==> src/rtl/button_debouncer.sv <==
// rtl/button_debouncer.sv - pushbutton synchroniser, debounce FSM, press/release strobes and enable
// Optional toggle latch on enable is built when BUTTON_TOGGLE_EN is defined.
module button_debouncer #(
  parameter int DEBOUNCE_CYCLES = 1330000,
  parameter int CNT_WIDTH       = 21,
  parameter int ACTIVE_LOW      = 1
) (
  input  logic clock,
  input  logic reset,
  input  logic button_raw,
  output logic pressed,
  output logic press_pulse,
  output logic release_pulse,
  output logic enable
);

  typedef enum logic [1:0] {
    RELEASED     = 2'd0,
    WAIT_PRESS   = 2'd1,
    PRESSED      = 2'd2,
    WAIT_RELEASE = 2'd3
  } state_t;

  localparam logic                 POLARITY = (ACTIVE_LOW != 0);
  localparam logic [CNT_WIDTH-1:0] CNT_MAX  = CNT_WIDTH'(DEBOUNCE_CYCLES - 1);
  localparam logic [CNT_WIDTH-1:0] CNT_ONE  = CNT_WIDTH'(1);

  logic                 btn_n;
  logic                 sync1_q, sync1_d;
  logic                 sync2_q, sync2_d;
  state_t               state_q, state_d;
  logic [CNT_WIDTH-1:0] cnt_q, cnt_d;
  logic                 pressed_q, pressed_d;
  logic                 press_pulse_q, press_pulse_d;
  logic                 release_pulse_q, release_pulse_d;

  assign btn_n = button_raw ^ POLARITY;

  always_comb begin
    sync1_d         = btn_n;
    sync2_d         = sync1_q;
    state_d         = state_q;
    cnt_d           = cnt_q;
    press_pulse_d   = 1'b0;
    release_pulse_d = 1'b0;

    // Any sample of the old level during a WAIT state restarts qualification.
    case (state_q)
      RELEASED: begin
        if (sync2_q) begin
          state_d = WAIT_PRESS;
          cnt_d   = CNT_ONE;
        end else begin
          cnt_d   = '0;
        end
      end
      WAIT_PRESS: begin
        if (!sync2_q) begin
          state_d = RELEASED;
          cnt_d   = '0;
        end else if (cnt_q == CNT_MAX) begin
          state_d       = PRESSED;
          press_pulse_d = 1'b1;
          cnt_d         = '0;
        end else begin
          cnt_d = cnt_q + CNT_ONE;
        end
      end
      PRESSED: begin
        if (!sync2_q) begin
          state_d = WAIT_RELEASE;
          cnt_d   = CNT_ONE;
        end else begin
          cnt_d   = '0;
        end
      end
      WAIT_RELEASE: begin
        if (sync2_q) begin
          state_d = PRESSED;
          cnt_d   = '0;
        end else if (cnt_q == CNT_MAX) begin
          state_d         = RELEASED;
          release_pulse_d = 1'b1;
          cnt_d           = '0;
        end else begin
          cnt_d = cnt_q + CNT_ONE;
        end
      end
      default: begin
        state_d = RELEASED;
        cnt_d   = '0;
      end
    endcase

    pressed_d = (state_d == PRESSED) || (state_d == WAIT_RELEASE);
  end

  always_ff @(posedge clock) begin
    if (reset) begin
      sync1_q         <= 1'b0;
      sync2_q         <= 1'b0;
      state_q         <= RELEASED;
      cnt_q           <= '0;
      pressed_q       <= 1'b0;
      press_pulse_q   <= 1'b0;
      release_pulse_q <= 1'b0;
    end else begin
      sync1_q         <= sync1_d;
      sync2_q         <= sync2_d;
      state_q         <= state_d;
      cnt_q           <= cnt_d;
      pressed_q       <= pressed_d;
      press_pulse_q   <= press_pulse_d;
      release_pulse_q <= release_pulse_d;
    end
  end

  assign pressed       = pressed_q;
  assign press_pulse   = press_pulse_q;
  assign release_pulse = release_pulse_q;

`ifdef BUTTON_TOGGLE_EN
  logic enable_q, enable_d;

  // Flips on the same edge press_pulse rises; release never touches it.
  always_comb begin
    enable_d = enable_q ^ press_pulse_d;
  end

  always_ff @(posedge clock) begin
    if (reset) begin
      enable_q <= 1'b0;
    end else begin
      enable_q <= enable_d;
    end
  end

  assign enable = enable_q;
`else
  assign enable = pressed_q;
`endif

endmodule

==> config.mk <==
export PLATFORM = sky130hd
export DESIGN_NAME = button_debouncer
export DESIGN_NICKNAME = d
export VERILOG_FILES = /design/src/rtl/button_debouncer.sv
export SDC_FILE = /design/constraint.sdc
export NUM_CORES = 1
export LEC_CHECK = 0
export ABC_AREA = 1
export BUFFER_PORTS_ARGS = -buffer_cell sky130_fd_sc_hd__buf_2
export CAP_MARGIN = 20
export CORE_MARGIN = 1.5
export CORE_UTILIZATION = 54
export DETAILED_ROUTE_END_ITERATION = 16
export HOLD_SLACK_MARGIN = 0.03
export PLACE_DENSITY = 0.74
export SLEW_MARGIN = 15
export SYNTH_ARGS = -nofsm -noshare
export SYNTH_HDL_FRONTEND = slang
export SYNTH_SLANG_ARGS = --single-unit
==> constraint.sdc <==
create_clock -name clock -period 1.5 [get_ports clock]
set_clock_uncertainty 0.1 [all_clocks]
set_input_delay 0 -clock clock [delete_from_list [all_inputs] [get_ports clock]]
set_output_delay 0 -clock clock [all_outputs]
set_load 0.01 [all_outputs]
==> results of run 1 <==
## final cells by class
type / count / area, um2
multi-input combinational: 154 / 847
clock buffer: 3 / 22.5
fill: 218 / 823
tap: 30 / 37.5
inverter: 28 / 105
timing repair buffer: 17 / 120
sequential: 28 / 567
## through the flow
step	instances	hold slack, ps	utilization
2_1_floorplan	210	-33.3	-
3_3_place_gp	247	50.7	0.605
3_5_place_dp	247	56.8	0.605
4_1_cts	257	318	0.653
5_1_grt	260	345	0.674
6_report	260	318	0.674
## placed cells by master, fill, tap and decap left out, types with 3 or more instances in the layout
cell / count
a21oi_1: 3
buf_2: 6
buf_4: 8
clkbuf_4: 3
dfxtp_1: 23
dfxtp_2: 5
dlygate4sd3_1: 3
inv_1: 26
nand2_1: 50
nand3_1: 16
nand4_1: 3
nor2_1: 34
nor2_2: 14
nor2_4: 5
nor3_1: 3
o21ai_1: 3
xnor2_1: 3
xor2_1: 5
## metal layers
metal,track usage,routed length [um]
met1,0.294,1390
met2,0.359,1410
met3,0.0269,57
met4,0.114,70
met5,0,0
## final timing paths
check,startpoint,to,cells after the start
max,cnt_q[0]$_SDFF_PP0_,cnt_q[6]$_SDFF_PP0_,7
min,sync1_q$_SDFF_PP0_,sync2_q$_SDFF_PP0_,2
max reg2reg,cnt_q[0]$_SDFF_PP0_,cnt_q[6]$_SDFF_PP0_,7
min reg2reg,sync1_q$_SDFF_PP0_,sync2_q$_SDFF_PP0_,2
## critical path, stage by stage, from the launching register on
cell and delay, ps:
dfxtp_2 380, ha_4 150, nand2_4 60, nor2_8 130, and2_4 180, nand3_4 130, nand2_4 170, nor2_2 40
## sequential cells by signal, summed over array words and instances, names as in the netlist
name,flops
state_q,2
sync1_q,1
sync2_q,1
press_pulse,1
enable,1
cnt_q,21
release_pulse,1
## power by group
group / switching (W) / internal [W]
Sequential: 0.00000289 / 0.000748
Clock: 0.000203 / 0.0000943
Combinational: 0.0000144 / 0.0000127
Total: 0.000220 / 0.000855
## what timing repair did
action / in CTS / in global routing
resized for setup: 7 / 13
pin swaps: 4 / 6
setup buffers: 2 / 3
hold buffers: 3 / 0
endpoints found under the setup margin: 17 / 23
gates cloned: 2 / 0
hold endpoints to repair: 10 / 0
## logic make-up after synthesis
family | count (synthesis)
adders and majority gates | 1
DFF | 28
xor gates and xnor gates | 8
buffers and inverters | 30
and+or+nand+nor | 135
AOI/OAI and AO/OA | 8
==> out/qor.yml, run 1 <==
status:
  status: "finished, final reports clean"
grt:
  gr-total-overflow: 0
  track_usage: 0.223
  grt_pass1_vias: 1169
  antenna_found_initial: 0
  grt_pass1_wl_um: 4830
  grt_max_degree: 15
flow_run:
  drv_cap: 0
synth:
  synthCells: 210
  yosysWarningCount: 0
  yosysTopAreaCell: "dfxtp_1"
  synth_top_area_frac: 0.383
  syn_avg_cell_area_um2: 6.97
  ys_async_sr_fraction: 0
  synth_edf_count: 0
  ys_ff_latch: 28
  syn-num-nets: 214
  synth_common_cells: "51 x nand2_1, 35 x nor2_1, 28 x dfxtp_1"
  synth_ff_type: "dfxtp_1"
  synth_top_family_by_area: "simple AND/OR/NAND/NOR gates"
  synth_xor_area_frac: 0.0479
  synth_compound_area_frac: 0.0274
  syn_area_um2: 1460
  ys_top_cells_by_area: "dfxtp_1 38%, nand2_1 13%, nor2_1 9.0%, inv_1 6.9%, nor2_2 6.8%"
  synthDistinctLibCells: 23
  synthMuxAreaShare: 0
  ys_seq_area_frac: 0.383
  synth-simple-area-share: 0.442
  yosysMostFrequentCell: "nand2_1"
  yosys.area_share.adder: 0.00855
power_and_ir_drop:
  peakVddDrop_uv: 587
  power_density_nw_per_um2: 632
  power_leakage_nw: 0.674
  total_power_w: 0.00107
sta:
  fin_tns_setup_ps: 0
  fin_crit_ps: 1460
  fin_ws_ps: 44.6
  clock.fmax_mhz: 687
  hold_violations: 0
  slew_violations: 0
  slew_headroom: 0.766
  worst_pin_slew_ps: 351
  period_share: 0.970
  setup_violations: 0
  rsz0062_at_grt: "true"
clock_network:
  clock_path_buffers: 2
  numCtsBuffers: 3
  clk_latency_ps: 320
  clkSlewWorstSetupHoldPaths_ps: 130
  htreeDepth: 1
  clockRootBuffer: "clkbuf_4"
  clock-sinks: 28
  cts_tree: "done"
die:
  die_height_um: 55.0
  placementRows: 18
  io_pins: 7
  initial_core_util: 0.580
  dieArea_um2: 3030
  die-width_um: 55.0
  core_area_um2: 2520
placement:
  dpl.hpwl_um: 2130
  postPlaceCellArea_um2: 1530
  place_congestion: 0.828
  dp_slack_ps: -82.1
  port_buffers: 6
setup_path:
  r2r_slack_ps: 40
  endpoint_kind: "flip-flop"
  cp-start-kind: "flip-flop"
  arrival_ps: 1580
  critical_path_required_ps: 1630
  crit_fanout: 7
  critPathKind: "flip-flop to flip-flop"
route:
  vias: 1299
  drc: 0
  wl_per_cell_um: 11.3
  routed_wl_um: 2930
  avgViaCountPerCell: 5.00
  drtAntennaViolNets: 0
  drt_iter0_drc: 40
  drtPass1Iterations: 4
final_layout:
  layout.nets: 236
  drive_gt1_frac: 0.239
  final_cell_area_um2: 1700
  synthToLayoutAreaGrowth_pct: 16.2
  diodes: 0
min_path:
  min_path_type: "flip-flop to flip-flop"
(Power assumes the default switching activity.)
==> inputs of run 2 (changes only) <==
--- a/config.mk
+++ b/config.mk
@@ -9,10 +9,11 @@
 export BUFFER_PORTS_ARGS = -buffer_cell sky130_fd_sc_hd__buf_2
 export CAP_MARGIN = 20
 export CORE_MARGIN = 1.5
-export CORE_UTILIZATION = 54
+export CORE_UTILIZATION = 55
 export DETAILED_ROUTE_END_ITERATION = 16
 export HOLD_SLACK_MARGIN = 0.03
-export PLACE_DENSITY = 0.74
+export PLACE_DENSITY = 0.73
+export RECOVER_POWER = 25
 export SLEW_MARGIN = 15
 export SYNTH_ARGS = -nofsm -noshare
 export SYNTH_HDL_FRONTEND = slang
==> constraint.sdc (replaced) <==
create_clock -name clock -period 1.4 [get_ports clock]
set_clock_uncertainty 0.1 [all_clocks]
set_input_delay 0 -clock clock [delete_from_list [all_inputs] [get_ports clock]]
set_output_delay 0 -clock clock [all_outputs]
set_load 0.01 [all_outputs]
==> run 2 against run 1 <==
The flow now finishes with violations (negative setup slack). First-iteration DRC count up 43%. Cell area up 16%. Die area down 1.7%.
==> out/qor.yml, run 2 (synthesis gave the netlist of run 1 again) <==
status:
  status: "complete, but fails checks"
  violations: "negative setup slack"
die:
  core_area_um2: 2500
  die_height_um: 54.6
  dieArea_um2: 2980
  initial_core_util: 0.585
  die-width_um: 54.6
  placementRows: 18
  io_pins: 7
route:
  drtPass1Iterations: 5
  wl_per_cell_um: 12.8
  drc: 0
  avgViaCountPerCell: 5.29
  vias: 1461
  routed_wl_um: 3550
  drtAntennaViolNets: 0
  drt_iter0_drc: 57
final_layout:
  diodes: 0
  layout.nets: 251
  regArea_um2: 577
  largest_reg_flops: 21
  regMostFlops: "cnt_q"
  final_cell_mix: "47 x nand2_1, 31 x nor2_1, 27 x inv_1, 20 x buf_4, 19 x dfxtp_1"
  final_core_util: 0.790
  n_fill_cell: 173
  biggestRegsByFlops: "cnt_q: 21 flops, state_q: 2 flops"
  drive_gt1_frac: 0.366
  final_cell_area_um2: 1980
  synthToLayoutAreaGrowth_pct: 35.1
  layout_commonest_cell: "nand2_1"
  multi_input_area_um2: 947
clock_network:
  clock-sinks: 28
  clkSlewWorstSetupHoldPaths_ps: 160
  clk_latency_ps: 340
  clockRootBuffer: "clkbuf_4"
  numCtsBuffers: 3
  htreeDepth: 1
  clock_path_buffers: 2
  cts_tree: "done"
placement:
  dpl.hpwl_um: 2330
  dp_slack_ps: -60.5
  place_congestion: 0.849
  port_buffers: 6
  postPlaceCellArea_um2: 1670
flow_run:
  drv_cap: 0
sta:
  fin_tns_setup_ps: -1260
  clock.fmax_mhz: 670
  setup_violations: 23
  slew_headroom: 0.693
  rsz0062_at_grt: "true"
  hold_violations: 0
  fin_hold_ws_ps: 322
  worst_pin_slew_ps: 460
  fin_crit_ps: 1490
  slew_violations: 0
  fin_ws_ps: -91.6
  period_share: 1.07
grt:
  gr-total-overflow: 0
  grt_max_degree: 16
  grt_pass1_wl_um: 5060
  track_usage: 0.238
  grt_pass1_vias: 1268
  antenna_found_initial: 0
power_and_ir_drop:
  power_leakage_nw: 0.782
  peakVddDrop_uv: 711
  power_density_nw_per_um2: 632
setup_path:
  crit_fanout: 7
  endpoint_kind: "flip-flop"
  critPathKind: "flip-flop to flip-flop"
  cp-start-kind: "flip-flop"
  arrival_ps: 1640
  critical_path_required_ps: 1550
min_path:
  min_path_type: "flip-flop to flip-flop"
==> run 2: cell type report <==
cell class / instances / share of cell area
Tap cell: 30 / 0.0190
Clock buffer: 4 / 0.0184
Timing Repair Buffer: 33 / 0.138
Inverter: 28 / 0.0532
Multi-Input combinational cell: 153 / 0.479
Sequential cell: 28 / 0.292
==> run 2: where the power goes <==
| group | internal, W | switching, W | total (W) |
|---|---|---|---|
| clock network | 0.000160 | 0.000253 | 0.000413 |
| logic | 0.0000156 | 0.0000197 | 0.0000353 |
| registers | 0.000797 | 0.00000227 | 0.000800 |
==> run 2: final timing paths <==
check | start | endpoint | slack (ps) | cells after the start
worst max-delay path | cnt_q[1]$_SDFF_PP0_ | cnt_q[15]$_SDFF_PP0_ | -90 | 8
worst min-delay path | sync1_q$_SDFF_PP0_ | sync2_q$_SDFF_PP0_ | 320 | 2
worst max register to register | cnt_q[1]$_SDFF_PP0_ | cnt_q[15]$_SDFF_PP0_ | -90 | 8
worst min register to register | sync1_q$_SDFF_PP0_ | sync2_q$_SDFF_PP0_ | 320 | 2
==> run 2: layer usage <==
| layer | GRT usage | wire (um) | up-vias | share of wire |
|---|---|---|---|---|
| met5 | 0 | 0 | - | 0 |
| met4 | 0.0875 | 63 | 0 | 0.018 |
| met3 | 0.0246 | 150 | 9 | 0.042 |
| met2 | 0.438 | 1830 | 46 | 0.51 |
| met1 | 0.281 | 1510 | 685 | 0.42 |
| li1 | - | - | 721 | - |
==> run 2: what timing repair did <==
| action | in CTS | in global routing |
|---|---|---|
| buffers inserted | 1 | 5 |
| hold endpoints to repair | 10 | 0 |
| pin swaps | 1 | 12 |
| gates resized for setup | 3 | 42 |
| cloned | 0 | 1 |
| setup endpoints to repair | 24 | 26 |
| hold buffers | 3 | 0 |
==> run 2: stage by stage <==
| stage | std cells | power, W |
|---|---|---|
| 6_report | 276 | 0.00125 |
| 5_1_grt | 276 | 0.00128 |
| 4_1_cts | 270 | 0.00125 |
| 3_5_place_dp | 262 | 0.000844 |
| 3_3_place_gp | 262 | 0.000843 |
| 2_1_floorplan | 210 | 0.000833 |
==> run 2: critical path, stage by stage (launching register included) <==
cell and delay, ps:
dfxtp_4 400, ha_4 140, nand2_4 60, nor2_8 130, and2_4 170, nand3_4 90, buf_12 150, nand3_1 100
nor2_1 60
